**config.mk**
```make
export PLATFORM = sky130hd
export DESIGN_NAME = seq_mul64
export DESIGN_NICKNAME = d
export VERILOG_FILES = /design/src/rtl/seq_mul64_pkg.sv /design/src/rtl/seq_mul64_rdcla.sv /design/src/rtl/seq_mul64.sv
export SDC_FILE = /design/constraint.sdc
export NUM_CORES = 1
export LEC_CHECK = 0
export BUFFER_PORTS_ARGS = -buffer_cell sky130_fd_sc_hd__buf_2
export CAP_MARGIN = 40
export CORE_UTILIZATION = 30
export DETAILED_ROUTE_END_ITERATION = 7
export PLACE_DENSITY = 0.58
export SYNTH_ARGS = -nofsm -noshare
export SYNTH_HDL_FRONTEND = slang
export SYNTH_SLANG_ARGS = --single-unit
```
**constraint.sdc**
```tcl
create_clock -name clk -period 4.5 [get_ports clk]
set_input_delay 0.45 -clock clk [delete_from_list [all_inputs] [get_ports clk]]
set_output_delay 0.45 -clock clk [all_outputs]
set_load 0.005 [all_outputs]
```
**src/rtl/seq_mul64_pkg.sv**
```systemverilog
// seq_mul64_pkg: shared state encoding and iteration constants for seq_mul64
package seq_mul64_pkg;
    typedef enum logic [1:0] {IDLE, BUSY, DONE} state_t;
    localparam int MUL_ITERS = 64;
    localparam int CNT_W = 6;
endpackage

```
**src/rtl/seq_mul64_rdcla.sv**
```systemverilog
// rdcla: 64-bit carry-lookahead adder built on a parallel-prefix carry tree
module rdcla (
    input  logic [63:0] in1,
    input  logic [63:0] in2,
    input  logic        cin,
    output logic [63:0] sum,
    output logic        cout
);
    logic [63:0] p;
    logic [63:0] gg;
    logic [63:0] pp;
    assign p = in1 ^ in2;
    always_comb begin
        gg = (in1 & in2) | {63'b0, p[0] & cin};
        pp = p;
        for (int k = 0; k < 6; k++) begin
            gg = gg | (pp & (gg << (1 << k)));
            pp = pp & ~(~pp << (1 << k));
        end
    end
    assign sum  = p ^ {gg[62:0], cin};
    assign cout = gg[63];
endmodule

```
**src/rtl/seq_mul64.sv**
```systemverilog
// seq_mul64: 64x64 unsigned shift-and-add multiplier, one adder pass per cycle
module seq_mul64
    import seq_mul64_pkg::*;
#(
    parameter int WIDTH = 64
) (
    input  logic                 clk,
    input  logic                 rst_n,
    input  logic                 in_valid,
    output logic                 in_ready,
    input  logic [WIDTH-1:0]     in_a,
    input  logic [WIDTH-1:0]     in_b,
    output logic                 out_valid,
    input  logic                 out_ready,
    output logic [2*WIDTH-1:0]   out_prod
);
    state_t          state;
    state_t          next;
    logic [127:0]    p;
    logic [63:0]     mcand;
    logic [CNT_W-1:0] cnt;
    logic [63:0]     sum;
    logic            cout;
    logic            last;
    rdcla u_rdcla (
        .in1  (p[127:64]),
        .in2  (mcand),
        .cin  (1'b0),
        .sum  (sum),
        .cout (cout)
    );
    assign last = cnt == CNT_W'(MUL_ITERS - 1);
    always_comb begin
        next = state;
        case (state)
            IDLE:    next = in_valid ? BUSY : IDLE;
            BUSY:    next = last ? DONE : BUSY;
            DONE:    next = out_ready ? IDLE : DONE;
            default: next = IDLE;
        endcase
    end
    assign in_ready  = state == IDLE;
    assign out_valid = state == DONE;
    assign out_prod  = p;
    always_ff @(posedge clk) begin
        if (!rst_n) begin
            state <= IDLE;
            p     <= '0;
            mcand <= '0;
            cnt   <= '0;
        end else begin
            state <= next;
            if (state == IDLE && in_valid) begin
                mcand <= in_a;
                p     <= {64'b0, in_b};
                cnt   <= '0;
            end else if (state == BUSY) begin
                p   <= p[0] ? {cout, sum, p[63:1]} : {1'b0, p[127:1]};
                cnt <= cnt + 1'b1;
            end
        end
    end
endmodule

```
==> impl_metrics.csv, run 1 <==
group,metric,value,unit
clocking,ctsLongestPathBuffers,2,
worst_setup_path,cp_top_family,"compound AO/OA/AOI/OAI gates",
routing,avgRoutedWirePerCell,16.9,um
routing,routed_wl,36500,um
worst_setup_path,critical_path.reg2reg.endpoint,"out_prod[121]",
floorplanning,num_io_pins,262,
synth,synth.distinct_cells,61,
floorplanning,die_width,200,um
synth,post-synth-top-count-cell,"nand2_1",
routing,detailroute.via_count,11155,
power,clock_power_share,37.2,%
synth,synthAdderAreaFrac,7.11,%
worst_setup_path,reg2reg_from,"out_prod[64]",
worst_setup_path,rrSetupSlack,0.78,ns
synth,fraction_of_the_mapped_netlist_area_in_compound_gates,30.3,%
power,intPower,3.07,mW
hold_path,whs_endpoint,"mcand[57]",
worst_setup_path,critical_path_peak_fanout,4,
cells_and_area,multi_input_gate_area_in_the_final_layout,7290,sq um
sta,rsz_0062_raised_after_global_routing,"no",
synth,synthFlopType,"dfxtp_1",
synth,post_synth_and_or_nand_nor_area_fraction,16.1,%
worst_setup_path,reg2regPathDepth,13,
worst_setup_path,critical_path.cell_chain,"ha_1 > fa_1 > a211oi_1 > o21ai_1 > o211ai_1 > nand3b_1 > a31oi_2 > o31ai_1 > a21o_1 > a221oi_2 > o21bai_1 > mux2i_1 > o221a_2",
sta,final.setup_skew,0.0159,ns
clocking,later_pin_clock_latency_in_the_skew_report,0.46,ns
floorplanning,placementRows,72,
sta,final-max-slew-violation-count,0,
worst_setup_path,cp.arrival,4.08,ns
synth,asyncSetResetFlopFracSynth,0,%
worst_setup_path,setup.worst_path.end_class,"register",
power,pwr-share-seq,44.9,%
power,netSwitchingFraction,30.4,%
synth,synth_top_cell_by_area,"dfxtp_1",
routing,route.detailed.vias_per_inst,5.16,
sta,finalWorstSetupSlack,0.780,ns
sta,report.final.hold_viol_count,0,
clocking,cts.hold.buffers_added,0,
synth,synth_top_cell_area_share,34.2,%
synth,sequential_to_total_area_share_from_yosys_stat,34.2,%
routing,drt_iter0_drc,674,
placed_design,gp_congestion,0.896,
clocking,post_cts_resize_count,0,
synth,mappedNetlistArea,11700,sq um
global_routing,grt_pass1_vias,10703,
synth,syn-instance-count,1438,
placed_design,dp_slack,0.743,ns
synth,synth-xor-area-share,4.71,%
worst_setup_path,setup.worst_path.start_class,"register",
global_routing,grt_first_pass_wirelength,57600,um
placed_design,port-buffer-count,261,
synth,number_of_enable_flip_flop_cells_after_synthesis,0,
worst_setup_path,critical_path.slowest_cell,"fa_1",
routing,drcViolationCount,0,
floorplanning,floorplan_core_area,38600,sq um
worst_setup_path,maximum_single_stage_delay_on_the_critical_path,0.44,ns
sta,tightest_slew,0.833,ns
cells_and_area,layout_cells_sized_above_1,20.2,%
power,comb_power_share,17.9,%
flow_run,max_cap_violations,0,
clocking,clock_buffers_created_by_tritoncts,17,
cells_and_area,syn_to_final_growth,20.1,%
routing,ant_nets,0,
sta,min_period,3.72,ns
worst_setup_path,worst-endpoint-required,4.86,ns
sta,setup_viol,0,
global_routing,grt.overflow.total,0,
synth,synth.net_count,1636,
routing,detailedRoute.firstPassIterationCount,5,
clocking,tritoncts,"done",
floorplanning,initial_core_util,30.4,%
status,run_status,"completed",
synth,synth.avg_cell_area,8.15,sq um
placed_design,post-dp-hpwl,26800,um
sta,max_freq,269,MHz
floorplanning,dieArea,39900,sq um
cells_and_area,layout.nets,1826,
power,ir_drop,0.257,mV
hold_path,whs_path_depth,3,
power,power.leakage,5.94,nW
global_routing,grt_start_max_net_pins,88,
synth,ys_top_cells_by_area,"dfxtp_1, a21boi_0, nand2_1",
sta,timing.setup.tns,0,ns
global_routing,gr-usage-all-layers,18.4,%
cells_and_area,post_layout_utilization_of_the_core,36.5,%
power,power_switching,1.34,mW
synth,synth.area.mux_share,3.76,%
worst_setup_path,worstPathBufferInverterCount,0,
power,power.density_cell_area,313,nW/um^2
synth,yosys_warnings,0,
sta,hold-worst-slack,0.232,ns
synth,synth_top_family_by_area,"compound AO/OA/AOI/OAI gates",
hold_path,timing.hold.worst.class,"in2reg",
clocking,cts.reportedPaths.clkPinSlew,0.08,ns
floorplanning,floorplan.die.height,200,um
sta,relSlewSlack,44.4,%
clocking,clockRootBuffer,"clkbuf_16",
global_routing,grt_antenna_before_repair,3,
worst_setup_path,worstSetupPathType,"reg2reg",
sta,finalCritPeriodShare,82.7,%
cells_and_area,fill_count,4164,
hold_path,hold_sp,"in_a[57]",
cells_and_area,register_area,4010,sq um
synth,ys_seq_elements,200,
clocking,buffer_count_from_post_cts_setup_fixing,0,
synth,yosys-top-cells-count,"nand2_1, dfxtp_1, a21boi_0",
clocking,clock_sink_count,200,
clocking,clock_tree.htree_level_count,4,
## sequential cells by signal, summed over array words and instances, names as in the netlist
signal	count
cnt	6
mcand	64
out_prod	128
state	2
## metrics by stage
| step | instances | total power, mW | instance area (sq um) |
|---|---|---|---|
| after global placement | 2123 | 2.80 | 13400 |
| after detailed placement | 2127 | 2.82 | 13500 |
| after CTS | 2159 | 4.48 | 14100 |
| after global routing | 2159 | 4.64 | 14100 |
| after floorplan | 1438 | 2.51 | 11700 |
| final | 2160 | 4.41 | 14100 |
## metal layers
metal / global-route usage (%) / up-vias / part of all wire, %
met5: 0 / - / 0.074
met4: 6.33 / 4 / 1.9
met3: 4.64 / 36 / 6.8
met2: 30.6 / 331 / 46
met1: 22.9 / 5209 / 45
li1: - / 5575 / -
## worst register-to-register path, delay by kind of cell, from the launching register on
kind | cells | cell delay [ns]
muxes | 1 | 0.14
AOI/OAI and AO/OA | 9 | 2.24
DFF | 1 | 0.34
and+or+nand+nor | 1 | 0.24
adders and majority gates | 2 | 0.68
## layout make-up
class                   instances  share of cell area (%)
diodes                          1                  0.0178
clock buffers                  19                    3.22
clock inverters                13                    1.13
inverters                      15                   0.400
multi-input cells            1119                    51.8
flip-flops and latches        200                    28.5
well taps                     518                    4.61
repair buffers                275                    10.4
## power by group through the flow
| stage | clock [mW] | combinational (mW) | sequential [mW] |
|---|---|---|---|
| 6_report | 1.64 | 0.791 | 1.98 |
| 5_1_grt | 1.76 | 0.889 | 1.99 |
| 4_1_cts | 1.70 | 0.800 | 1.98 |
| 3_5_place_dp | 0 | 0.798 | 2.02 |
| 3_3_place_gp | 0 | 0.777 | 2.02 |
| 2_1_floorplan | 0 | 0.515 | 1.99 |
## cell families (layout without fill, tap and decap cells)
logic type,after synthesis,count (layout)
AOI/OAI and AO/OA,506,506
xor gates and xnor gates,63,63
DFF,200,200
other,0,1
adders and majority gates,66,66
and+or+nand+nor,440,440
muxes,44,44
buffers and inverters,119,322
## cells in the final DEF (no fill, tap or decap), types with 6 or more instances in the layout
cell       instances
a2111oi_0         11
a211oi_1          32
a21boi_0         131
a21o_1            32
a21oi_1           99
a22oi_1           64
a31oi_1           13
and3_1            11
buf_2            260
buf_4             11
clkbuf_16         17
dfxtp_1          199
ha_1              65
inv_1             15
mux2i_1           44
nand2_1          257
nand3_1            8
nand4_1           22
nor2_1            80
nor3_1            17
nor3b_1            7
o211ai_1           7
o21a_1             6
o21ai_0           48
o21bai_1          18
or3_1             11
xnor2_1           37
xor2_1            26
## worst max-delay path by stage
stage	end	cells past startpoint	startpoint	slack [ns]
after floorplan	out_prod[121]	13	out_prod[64]	1.30
final	out_prod[121]	13	out_prod[64]	0.78
after global routing	out_prod[121]	13	out_prod[64]	0.56
after global placement	out_prod[121]	13	out_prod[64]	0.82
after CTS	out_prod[121]	13	out_prod[64]	0.72
after detailed placement	out_prod[121]	13	out_prod[64]	0.74
Power figures use the tool's default switching activity.
==> run 2, diff against run 1 <==
==> constraint.sdc (replaced) <==
create_clock -name clk -period 3.81 [get_ports clk]
set_input_delay 0.381 -clock clk [delete_from_list [all_inputs] [get_ports clk]]
set_output_delay 0.381 -clock clk [all_outputs]
set_load 0.005 [all_outputs]
==> run 2 against run 1 <==
  * Routed wire length rose by 1.1%
  * First-iteration DRC count fell by 12%
  * Total power rose by 17%
  * Sequential share of layout area barely moved
  * Register-to-register slack got worse by 0.51 ns
  * Die area did not move
  * Flip-flop and latch count did not move
  * Clock skew fell by 0.0029 ns
  * Utilization fell by 0.052 points
  * Combinational power rose by 17%
==> impl_metrics.csv, run 2 (same netlist as run 1, synthesis figures left out) <==
group,metric,value,unit
cells_and_area,fill_count,4146,
power,power.density_cell_area,366,nW/um^2
clocking,clock_buffers_created_by_tritoncts,17,
cells_and_area,layout_cells_sized_above_1,20.3,%
routing,drt_iter0_drc,596,
sta,tightest_slew,0.816,ns
placed_design,post-dp-hpwl,27000,um
hold_path,timing.hold.worst.class,"in2reg",
routing,avgRoutedWirePerCell,17.1,um
power,pwr-share-seq,45.5,%
global_routing,grt_pass1_vias,10876,
sta,min_period,3.54,ns
global_routing,gr-usage-all-layers,18.6,%
flow_run,max_cap_violations,0,
power,power.leakage,5.92,nW
clocking,buffer_count_from_post_cts_setup_fixing,0,
placed_design,port-buffer-count,261,
sta,final-max-slew-violation-count,0,
cells_and_area,mostFrequentLayoutCell,"buf_2",
power,ir_drop,0.306,mV
sta,rsz_0062_raised_after_global_routing,"no",
worst_setup_path,worst-endpoint-required,4.13,ns
worst_setup_path,setup.worst_path.end_class,"register",
global_routing,grt.overflow.total,0,
floorplanning,placementRows,72,
routing,detailroute.via_count,11175,
worst_setup_path,rrSetupSlack,0.27,ns
power,clock_power_share,36.4,%
routing,drcViolationCount,0,
floorplanning,dieArea,39900,sq um
worst_setup_path,critical_path_peak_fanout,8,
cells_and_area,largest_reg_flops,128,
power,comb_power_share,18.0,%
clocking,later_pin_clock_latency_in_the_skew_report,0.46,ns
floorplanning,floorplan.die.height,200,um
cells_and_area,layoutNonFillerInstCount,2162,
global_routing,grt_start_max_net_pins,130,
placed_design,place_inst,2129,
sta,timing.setup.tns,0,ns
worst_setup_path,critical_path.startpoint,"out_prod[91]",
floorplanning,die_width,200,um
power,power_switching,1.62,mW
floorplanning,num_io_pins,262,
sta,final.setup_skew,0.0129,ns
routing,ant_nets,0,
worst_setup_path,crit_end,"out_prod[114]",
clocking,tritoncts,"done",
worst_setup_path,cp.arrival,3.86,ns
cells_and_area,syn_to_final_growth,19.9,%
global_routing,grt_first_pass_wirelength,58100,um
sta,report.final.hold_viol_count,0,
placed_design,gp_congestion,0.930,
power,totalPowerFinal,5.14,mW
status,run_status,"completed",
cells_and_area,layout.nets,1828,
floorplanning,floorplan_core_area,38600,sq um
clocking,clockRootBuffer,"clkbuf_16",
routing,route.detailed.vias_per_inst,5.17,
clocking,clock_tree.htree_level_count,4,
routing,routed_wl,36900,um
sta,relSlewSlack,45.5,%
sta,finalCritPeriodShare,92.8,%
worst_setup_path,reg2reg_from,"out_prod[91]",
power,netSwitchingFraction,31.4,%
clocking,cts.reportedPaths.clkPinSlew,0.08,ns
routing,detailedRoute.firstPassIterationCount,5,
sta,setup_viol,0,
worst_setup_path,critical_path.reg2reg.endpoint,"out_prod[114]",
clocking,ctsLongestPathBuffers,2,
worst_setup_path,setup.worst_path.start_class,"register",
worst_setup_path,worstSetupPathType,"reg2reg",
sta,max_freq,283,MHz
worst_setup_path,reg2regPathDepth,12,
clocking,clock_sink_count,200,
power,intPower,3.53,mW
global_routing,grt_antenna_before_repair,5,
floorplanning,initial_core_util,30.4,%
cells_and_area,top_library_cells_by_usage_in_the_layout_fill_and_taps_aside,"buf_2, nand2_1, dfxtp_1",
## run 2: cell count changes in the layout (fill, tap and decap cells not counted), sizes merged
cell      change
clkinv        +1
clkinvlp      +2
clkbuf        -2
buf           +2
bufinv        -1
## run 2: what timing repair did
| item | in CTS | in global routing |
|---|---|---|
| gates resized for setup | 0 | 1 |
| hold buffers | 0 | 0 |
| setup endpoints to repair | 0 | 1 |
## run 2: per-stage QoR
stage                     utilization [%]  setup WS (ns)  cell area (sq um)  hold slack [ns]
final                                36.4          0.275              14100            0.160
after global routing                 36.4         0.0255              14100            0.146
after CTS                            36.4          0.227              14000            0.140
after detailed placement             34.9          0.250              13500            0.467
after global placement               34.9          0.356              13500            0.459
after floorplan                         -          0.609              11700            0.447
## run 2: worst min path at each step
stage,start,end,slack [ns],cells past startpoint
floorplan,mcand[0],mcand[0],0.45,2
global placement,mcand[26],mcand[26],0.46,2
detailed placement,mcand[0],mcand[0],0.47,2
CTS,in_a[11],mcand[11],0.14,3
global route,in_a[40],mcand[40],0.15,3
finish,in_a[11],mcand[11],0.16,3
## run 2: critical path, cell delays in order (launching register included)
cell and delay [ns]:
dfxtp_1 0.35, ha_1 0.41, and3_1 0.26, and2_1 0.18, a21oi_1 0.21, o21bai_1 0.11
a221oi_1 0.30, o21ai_0 0.18, a221o_1 0.37, a31o_2 0.29, a21oi_1 0.22, xor2_1 0.09
a2111oi_0 0.44
## run 2: final cells by class
class,instances,area [sq um],share of cell area (%)
diodes,1,2.50,0.0178
multi-input cells,1119,7300,51.9
inverters,15,56.3,0.401
flip-flops and latches,200,4010,28.5
clock buffers,17,425,3.03
clock inverters,15,163,1.16
repair buffers,277,1450,10.3
well taps,518,648,4.61
## run 2: per-layer routing
| layer | vias to the layer above | routed length [um] | global-route usage [%] |
|---|---|---|---|
| li1 | 5574 | - | - |
| met1 | 5199 | 16400 | 23.4 |
| met2 | 347 | 16900 | 30.0 |
| met3 | 49 | 2740 | 5.81 |
| met4 | 6 | 816 | 6.36 |
| met5 | - | 41 | 0 |
## run 2: power groups by stage
stage	Combinational [mW]	Sequential (mW)	Clock (mW)
final	0.928	2.34	1.87
after global routing	1.04	2.36	2.02
after CTS	0.935	2.34	1.94
after detailed placement	0.933	2.39	0
after global placement	0.922	2.39	0
after floorplan	0.608	2.35	0
==> run 3, diff against run 2 <==
==> constraint.sdc (replaced) <==
create_clock -name clk -period 3.81 [get_ports clk]
set_input_delay 0.1905 -clock clk [delete_from_list [all_inputs] [get_ports clk]]
set_output_delay 0.1905 -clock clk [all_outputs]
set_load 0.005 [all_outputs]
==> run 3 against run 2 <==
  * Sequential power about the same
  * Worst hold slack worse by 0.13 ns
  * Critical path type unchanged
  * Register-to-register slack about the same
  * Die area unchanged
  * Largest cell class unchanged
  * Sequential share of layout area down 1.2 points
  * Critical path depth unchanged
==> impl_metrics.csv, run 3 (same netlist as run 1, synthesis figures left out) <==
group,metric,value,unit
worst_setup_path,setup.worst_path.end_class,"register",
clocking,clock_buffers_created_by_tritoncts,17,
placed_design,gp_congestion,0.902,
clocking,clockRootBuffer,"clkbuf_16",
sta,finalCritPeriodShare,92.9,%
clocking,clock_tree.htree_level_count,4,
routing,drt_iter0_drc,702,
cells_and_area,layout.nets,1894,
cells_and_area,fill_count,4144,
placed_design,port-buffer-count,261,
global_routing,gr-usage-all-layers,18.9,%
sta,relSlewSlack,48.4,%
power,power.leakage,6.19,nW
global_routing,grt_antenna_before_repair,1,
worst_setup_path,worst-endpoint-required,4.15,ns
cells_and_area,mostFrequentLayoutCell,"buf_2",
sta,final-max-slew-violation-count,0,
hold_path,timing.hold.worst.class,"in2reg",
power,power.density_cell_area,348,nW/um^2
routing,ant_nets,0,
cells_and_area,largest_reg_flops,128,
global_routing,grt_first_pass_wirelength,59400,um
clocking,clock_sink_count,200,
global_routing,grt.overflow.total,0,
clocking,later_pin_clock_latency_in_the_skew_report,0.46,ns
worst_setup_path,worstSetupPathType,"reg2reg",
worst_setup_path,setup.worst_path.start_class,"register",
floorplanning,dieArea,39900,sq um
floorplanning,floorplan.die.height,200,um
worst_setup_path,cp.arrival,3.88,ns
sta,tightest_slew,0.774,ns
routing,routed_wl,37100,um
floorplanning,num_io_pins,262,
floorplanning,initial_core_util,30.4,%
routing,detailroute.via_count,11391,
routing,drcViolationCount,0,
sta,min_period,3.54,ns
sta,max_freq,283,MHz
power,ir_drop,0.314,mV
clocking,cts.reportedPaths.clkPinSlew,0.07,ns
sta,hold-worst-slack,0.0253,ns
worst_setup_path,critical_path_peak_fanout,8,
sta,rsz_0062_raised_after_global_routing,"no",
routing,route.detailed.vias_per_inst,5.12,
cells_and_area,syn_to_final_growth,25.1,%
clocking,tritoncts,"done",
floorplanning,placementRows,72,
placed_design,post-dp-hpwl,27000,um
floorplanning,floorplan_core_area,38600,sq um
status,run_status,"completed",
cells_and_area,top_library_cells_by_usage_in_the_layout_fill_and_taps_aside,"buf_2, nand2_1, dfxtp_1",
global_routing,grt_pass1_vias,11063,
sta,timing.setup.tns,0,ns
routing,detailedRoute.firstPassIterationCount,5,
sta,report.final.hold_viol_count,0,
sta,setup_viol,0,
clocking,ctsLongestPathBuffers,2,
sta,final.setup_skew,0.0118,ns
global_routing,grt_start_max_net_pins,87,
routing,avgRoutedWirePerCell,16.7,um
cells_and_area,layout_cells_sized_above_1,19.6,%
floorplanning,die_width,200,um
flow_run,max_cap_violations,0,
-- run 3: changes by cell type in the layout (fill, tap and decap cells not counted), sizes merged --
cell | before | now
dlygate4sd3 | 0 | 61
buf | 277 | 282
inv | 21 | 18
clkbuf | 17 | 19
clkinvlp | 5 | 3
clkinv | 3 | 4
-- run 3: critical path, stage by stage (launching register included) --
cell and delay, ns:
dfxtp_1 0.34, ha_1 0.41, and3_1 0.26, and2_1 0.18, a21oi_1 0.19, o21bai_1 0.11, a221oi_1 0.31, o21ai_0 0.20
a221o_1 0.40, a31o_2 0.29, a21boi_1 0.24, xor2_1 0.10, a2111oi_0 0.39
-- run 3: layout make-up --
cell class | count | area, sq um | share of cell area, %
clock buffer | 19 | 443 | 3.02
timing repair buffer | 343 | 2110 | 14.4
clock inverter | 11 | 98.8 | 0.674
inverter | 15 | 56.3 | 0.384
sequential | 200 | 4010 | 27.3
antenna | 1 | 2.50 | 0.0171
tap | 518 | 648 | 4.42
multi-input combinational | 1119 | 7300 | 49.8
-- run 3: repair_timing --
| action | CTS | global route |
|---|---|---|
| hold buffers | 61 | 0 |
| gates resized for setup | 0 | 2 |
| endpoints found under the hold margin | 61 | 0 |
| buffers inserted | 0 | 1 |
| setup endpoints to repair | 0 | 7 |
-- run 3: report_power, final --
group / leakage (nW) / switching, mW / total [mW] / internal, mW
Combinational: 4.29 / 0.557 / 0.986 / 0.428
Sequential: 1.64 / 0.124 / 2.34 / 2.22
Clock: 0.262 / 0.862 / 1.77 / 0.912
Total: 6.19 / 1.54 / 5.10 / 3.56
-- run 3: path summary, 6_finish.rpt --
path                                   start             to  slack, ns  depth (start not counted)
worst max register to register  out_prod[91]  out_prod[118]       0.27                         12
worst max-delay path            out_prod[91]  out_prod[118]       0.27                         12
worst min register to register     mcand[54]      mcand[54]       0.47                          2
worst min-delay path                in_a[59]      mcand[59]       0.03                          3
-- run 3: per-layer routing --
metal / vias up / track usage [%] / wire length, um / share of wire (%)
li1: 5702 / - / - / -
met1: 5282 / 23.9 / 16800 / 45
met2: 361 / 31.4 / 17200 / 46
met3: 46 / 4.76 / 2480 / 6.7
met4: 0 / 5.74 / 675 / 1.8
met5: - / 0 / 0 / 0
-- run 3: per-stage QoR --
stage | setup slack, ns | utilization [%] | power [mW] | instance area, sq um | instances
after floorplan | 0.609 | - | 2.96 | 11700 | 1438
after global placement | 0.209 | 34.8 | 3.31 | 13400 | 2130
after detailed placement | 0.143 | 35.0 | 3.33 | 13500 | 2133
after CTS | 0.146 | 38.0 | 5.17 | 14600 | 2224
after global routing | 0.0264 | 38.0 | 5.38 | 14700 | 2226
final | 0.272 | 38.0 | 5.10 | 14700 | 2226
